===== config.mk =====
export PLATFORM = sky130hd
export DESIGN_NAME = div_arbiter
export DESIGN_NICKNAME = d
export VERILOG_FILES = /design/src/rtl/div_pkg.sv /design/src/rtl/rr_arbiter.sv /design/src/rtl/div_arbiter.sv
export SDC_FILE = /design/constraint.sdc
export NUM_CORES = 1
export LEC_CHECK = 0
export CELL_PAD_IN_SITES_DETAIL_PLACEMENT = 0
export CELL_PAD_IN_SITES_GLOBAL_PLACEMENT = 2
export CORE_UTILIZATION = 24
export DETAILED_ROUTE_END_ITERATION = 10
export PLACE_DENSITY = 0.84
export SYNTH_ARGS = -nofsm -noshare
export SYNTH_HDL_FRONTEND = slang
export SYNTH_SLANG_ARGS = --single-unit

===== constraint.sdc =====
create_clock -name clk -period 4.3 [get_ports clk]
set_clock_uncertainty 0.2 [all_clocks]
set_input_delay 0.86 -clock clk [delete_from_list [all_inputs] [get_ports clk]]
set_output_delay 0.86 -clock clk [all_outputs]
set_load 0.03 [all_outputs]

===== src/rtl/div_pkg.sv =====
`default_nettype none
// ============================================================================
// Module      : div_pkg
// Description : Shared state encoding and constants for the divider arbiter.
// Revision    : 1.0 - initial release
// ============================================================================
package div_pkg;

  typedef enum logic [1:0] {
    ST_IDLE  = 2'd0,
    ST_ISSUE = 2'd1,
    ST_WAIT  = 2'd2,
    ST_RESP  = 2'd3
  } state_t;

  localparam int DIV_W = 8;
  localparam logic [DIV_W-1:0] DBZ_QUOTIENT = 8'hFF;

endpackage
`default_nettype wire


===== src/rtl/rr_arbiter.sv =====
`default_nettype none
// ============================================================================
// Module      : rr_arbiter
// Description : Combinational round-robin pick: first asserted request at or
//               after ptr, searching upward with wrap.
// Revision    : 1.0 - initial release
// ============================================================================
module rr_arbiter #(
  parameter int N    = 4,
  parameter int ID_W = $clog2(N)
) (
  input  logic [N-1:0]    req,
  input  logic [ID_W-1:0] ptr,
  output logic [N-1:0]    gnt,
  output logic [ID_W-1:0] gnt_idx,
  output logic            gnt_vld
);

  function automatic logic [ID_W-1:0] rot_idx(input logic [ID_W-1:0] base, input int ofs);
    int s;
    s = int'(base) + ofs;
    if (s >= N) s = s - N;
    return ID_W'(s);
  endfunction

  always_comb begin
    gnt     = '0;
    gnt_idx = '0;
    gnt_vld = 1'b0;
    for (int i = 0; i < N; i++) begin
      if (!gnt_vld && req[rot_idx(ptr, i)]) begin
        gnt_vld               = 1'b1;
        gnt_idx               = rot_idx(ptr, i);
        gnt[rot_idx(ptr, i)]  = 1'b1;
      end
    end
  end

endmodule
`default_nettype wire


===== src/rtl/div_arbiter.sv =====
`default_nettype none
// ============================================================================
// Module      : div_arbiter
// Description : Round-robin sequencer sharing one iterative 8-bit divider
//               among N requesters. Option macro: DIV_ARB_DBZ_BYPASS_EN.
// Revision    : 1.0 - initial release
// ============================================================================
module div_arbiter
  import div_pkg::*;
#(
  parameter int N    = 4,
  parameter int ID_W = $clog2(N)
) (
  input  logic                 clk,
  input  logic                 rst,
  input  logic [N-1:0]         req_valid,
  output logic [N-1:0]         req_ready,
  input  logic [N*DIV_W-1:0]   req_dividend,
  input  logic [N*DIV_W-1:0]   req_divisor,
  output logic                 rsp_valid,
  input  logic                 rsp_ready,
  output logic [ID_W-1:0]      rsp_id,
  output logic [DIV_W-1:0]     rsp_quotient,
  output logic [DIV_W-1:0]     rsp_remainder,
  output logic                 rsp_dbz,
  output logic                 div_strt,
  output logic [DIV_W-1:0]     div_dividend,
  output logic [DIV_W-1:0]     div_divisor,
  input  logic [DIV_W-1:0]     div_quotient,
  input  logic [DIV_W-1:0]     div_remainder,
  input  logic                 div_idle
);

  state_t            r_state;
  logic [ID_W-1:0]   r_ptr;
  logic [ID_W-1:0]   r_id;
  logic [DIV_W-1:0]  r_dividend;
  logic [DIV_W-1:0]  r_divisor;
  logic              r_first;
  logic              r_rsp_valid;
  logic [DIV_W-1:0]  r_rsp_q;
  logic [DIV_W-1:0]  r_rsp_r;
  logic              r_rsp_dbz;

  logic [N-1:0]      w_gnt;
  logic [ID_W-1:0]   w_gnt_idx;
  logic              w_gnt_vld;
  logic              w_grant;
  logic              w_dbz;

  rr_arbiter #(.N(N), .ID_W(ID_W)) u_rr (
    .req     (req_valid),
    .ptr     (r_ptr),
    .gnt     (w_gnt),
    .gnt_idx (w_gnt_idx),
    .gnt_vld (w_gnt_vld)
  );

  assign w_grant   = (r_state == ST_IDLE) && div_idle && w_gnt_vld;
  assign req_ready = w_grant ? w_gnt : '0;
  assign w_dbz     = (r_divisor == '0);

`ifdef DIV_ARB_DBZ_BYPASS_EN
  assign div_strt = (r_state == ST_ISSUE) && !w_dbz;
`else
  assign div_strt = (r_state == ST_ISSUE);
`endif

  assign div_dividend  = r_dividend;
  assign div_divisor   = r_divisor;
  assign rsp_valid     = r_rsp_valid;
  assign rsp_id        = r_id;
  assign rsp_quotient  = r_rsp_q;
  assign rsp_remainder = r_rsp_r;
  assign rsp_dbz       = r_rsp_dbz;

  always_ff @(posedge clk or posedge rst) begin
    if (rst) begin
      r_state     <= ST_IDLE;
      r_ptr       <= '0;
      r_id        <= '0;
      r_dividend  <= '0;
      r_divisor   <= '0;
      r_first     <= 1'b0;
      r_rsp_valid <= 1'b0;
      r_rsp_q     <= '0;
      r_rsp_r     <= '0;
      r_rsp_dbz   <= 1'b0;
    end else begin
      case (r_state)
        ST_IDLE: begin
          if (w_grant) begin
            r_dividend <= req_dividend[int'(w_gnt_idx)*DIV_W +: DIV_W];
            r_divisor  <= req_divisor[int'(w_gnt_idx)*DIV_W +: DIV_W];
            r_id       <= w_gnt_idx;
            r_ptr      <= (w_gnt_idx == ID_W'(N-1)) ? '0 : w_gnt_idx + 1'b1;
            r_state    <= ST_ISSUE;
          end
        end
        ST_ISSUE: begin
`ifdef DIV_ARB_DBZ_BYPASS_EN
          if (w_dbz) begin
            r_rsp_q     <= DBZ_QUOTIENT;
            r_rsp_r     <= r_dividend;
            r_rsp_dbz   <= 1'b1;
            r_rsp_valid <= 1'b1;
            r_state     <= ST_RESP;
          end else
`endif
          begin
            r_first <= 1'b1;
            r_state <= ST_WAIT;
          end
        end
        ST_WAIT: begin
          // First WAIT cycle still shows the divider's pre-start idle level
          r_first <= 1'b0;
          if (!r_first && div_idle) begin
            r_rsp_q     <= w_dbz ? DBZ_QUOTIENT : div_quotient;
            r_rsp_r     <= w_dbz ? r_dividend   : div_remainder;
            r_rsp_dbz   <= w_dbz;
            r_rsp_valid <= 1'b1;
            r_state     <= ST_RESP;
          end
        end
        ST_RESP: begin
          if (rsp_ready) begin
            r_rsp_valid <= 1'b0;
            r_state     <= ST_IDLE;
          end
        end
        default: r_state <= ST_IDLE;
      endcase
    end
  end

endmodule
`default_nettype wire


==> qor.csv <==
metric,value,unit
cts_root_buf,clkbuf_16,
sw_frac_of_total,47.2,%
synth_nets,468,
critPathTopFamily,buffers and inverters,
std_cell_rows,41,
post_cts_buffers,0,
leakage,1.90,nW
num_antenna_cells,0,
wl,10600,microns
ctsHoldBuffers,0,
drive_gt1_share,8.21,%
syn_area,3090,sq um
p_int,0.00177,W
dpl.cell_count,651,
vias,3171,
syn_to_final_growth,53.9,%
layout_common_cells,"124 x clkdlybuf4s50_1, 44 x o21ai_0, 43 x nand2_1, 41 x dfrtp_1, 32 x nor3_1",
core,12600,sq um
powerDensity,705,nW/um^2
pre_cts_ws,344,ps
ys_dominant_reg_cell,dfrtp_1,
status,"complete, no violations",
rsz0062_at_grt,false,
first_global_vias,3085,
drc_errors,0,
ys_ff_latch,41,
drt_iter0_drc,202,
fin_nets,587,
dieArea,13300,sq um
antenna_found_initial,0,
drt-pass1-iter-count,6,
maxCapViolCount,0,
slew_viol_final,0,
die_width,115,microns
vias_per_cell,4.81,
synth_top_family_by_area,simple AND/OR/NAND/NOR gates,
peakVddDrop,331,uV
crit_cells,7,
synth_edf_count,0,
crit_type,in -> out,
critical_path_arrival,2940,ps
muxShareOfSynthArea,12.0,%
seq_area_frac_synth,33.3,%
grt_overflow,0,
cts_sinks,41,
clkTransAtPathRegs,60,ps
worst_hold_path_type,reg -> reg,
hold_viol,0,
post_cts_resized,0,
instances_no_fill,659,
grt_pass1_wl,16700,microns
finalCriticalPeriod,4000,ps
synthArstFlopShare,100,%
wire_per_inst,16.1,microns
path_cells,"clkdlybuf4s50_1, mux4_2, nor2b_1, a221o_1, o21ai_0, a21oi_1, buf_12",
cpPeakStageDelay,550,ps
dp_hpwl,7900,microns
cts_tree,done,
dieHeight,115,microns
netlist_instances,367,
path_max_fanout,6,
layout_commonest_cell,clkdlybuf4s50_1,
synth-compound-area-share,17.2,%
cts-buffers-inserted,5,
grt_max_degree,51,
fmaxAchievable,250,MHz
cts_max_path_buffers,2,
worstHoldPathCells,2,
slowest_stage,mux4_2,
power_frac_clock,11.8,%
synth_area_per_cell,8.41,sq um
power_frac_seq,20.9,%
start_util,24.5,%
ys_types,42,
synth_adder_area_share,5.27,%
insertion_delay,280,ps
fin_util,37.8,%
hold-worst-slack,275,ps
worstMarginPinSlew,770,ps
gp_routability_congestion,0.786,
power.switching,0.00158,W
final-setup-viol-count,0,
critPathBufInv,2,
maxSlewHeadroom,48.7,%
fin_crit_sh,92.9,%
reg2reg_depth,9,
setup_tns,0,ps
worst_setup_path_end_kind,primary output,
cp-start-kind,input pin,
worst_slack,304,ps
synth_xor_area_share,0,%
combPwrFrac,67.3,%
io_pins,129,
ant_nets,0,
ys_warn_count,0,
synthSimpleGateAreaFrac,26.2,%
required,3240,ps
io_buffers,128,
htree_levels,2,
grt_use_total,16.1,%
==> worst register-to-register path, stage by stage (launching register included) <==
cell and delay, ps:
dfrtp_1 370, buf_4 450, mux4_2 660, nor2b_1 340, buf_4 310, o21ai_0 90, a21boi_2 210, buf_4 260
mux2i_1 160, a222oi_1 310
==> cells by family after synthesis <==
group	Yosys count
AND/OR/NAND/NOR	155
AO/OA/AOI/OAI	85
flip-flops	41
buffers and inverters	40
multiplexers	33
adder cells (fa/ha/maj)	13
==> Yosys cell counts, types with 2 or more instances <==
library cell	n	area share (%)
o211ai_1	15	3.6
inv_1	7	0.85
nor4b_1	3	0.85
and3b_1	2	0.57
clkbuf_1	22	2.7
nand4_1	14	2.8
dfrtp_1	41	33
nand2_1	43	5.2
nor2_1	18	2.2
mux4_2	2	1.5
or3_1	26	5.3
o32ai_1	2	0.57
a221o_1	6	1.9
buf_6	4	1.5
o21ai_0	44	7.1
nor3b_1	2	0.49
mux2i_1	26	8.4
nor4_1	2	0.41
nand2b_1	5	1.0
mux2_4	2	0.97
a21oi_1	10	1.6
nor2b_1	2	0.41
ha_1	13	5.3
buf_2	5	0.81
nor3_1	32	5.2
buf_1	2	0.24
mux2_2	2	0.73
==> sequential cells by signal (all words and copies together), names as in the netlist <==
signal,count
div_divisor,8
r_state,2
div_dividend,8
r_ptr,2
rsp_id,2
rsp_quotient,8
rsp_valid,1
rsp_dbz,1
rsp_remainder,8
r_first,1
==> final timing paths <==
path / from / to / slack (ps)
worst max register to register: r_ptr[0]$_DFFE_PP0P_ / div_divisor[7]$_DFFE_PP0P_ / 830
worst min register to register: rsp_remainder[1]$_DFFE_PP0P_ / rsp_remainder[1]$_DFFE_PP0P_ / 270
worst max-delay path: req_valid[1] / req_ready[3] / 300
max in group asynchronous: rst / rsp_remainder[7]$_DFFE_PP0P_ / 2700
min in group asynchronous: rst / rsp_quotient[2]$_DFFE_PP0P_ / 820
worst min-delay path: rsp_remainder[1]$_DFFE_PP0P_ / rsp_remainder[1]$_DFFE_PP0P_ / 270
==> stage by stage <==
step                power, W  area [sq um]
finish               0.00335          4750
global route         0.00362          4750
CTS                  0.00337          4750
detailed placement   0.00297          4590
global placement     0.00292          4590
floorplan            0.00221          3090
==> routing by layer <==
metal	wire, microns	track usage, %
met4	133	3.90
met2	4800	26.1
met5	0	0
met3	629	2.53
met1	5020	22.3
==> power groups by stage <==
stage / Sequential (W) / Combinational (W) / Clock (W)
3_3_place_gp: 0.000699 / 0.00222 / 0
5_1_grt: 0.000723 / 0.00247 / 0.000425
4_1_cts: 0.000702 / 0.00227 / 0.000404
6_report: 0.000698 / 0.00225 / 0.000394
2_1_floorplan: 0.000999 / 0.00121 / 0
3_5_place_dp: 0.000709 / 0.00226 / 0
==> cell type report <==
type	instances	area [sq um]
clock inverters	1	5.00
fillers	1280	7820
clock buffers	7	153
inverters	7	26.3
flip-flops and latches	41	1030
multi-input cells	286	1870
well taps	172	215
repair buffers	145	1450
(Power assumes the default switching activity.)
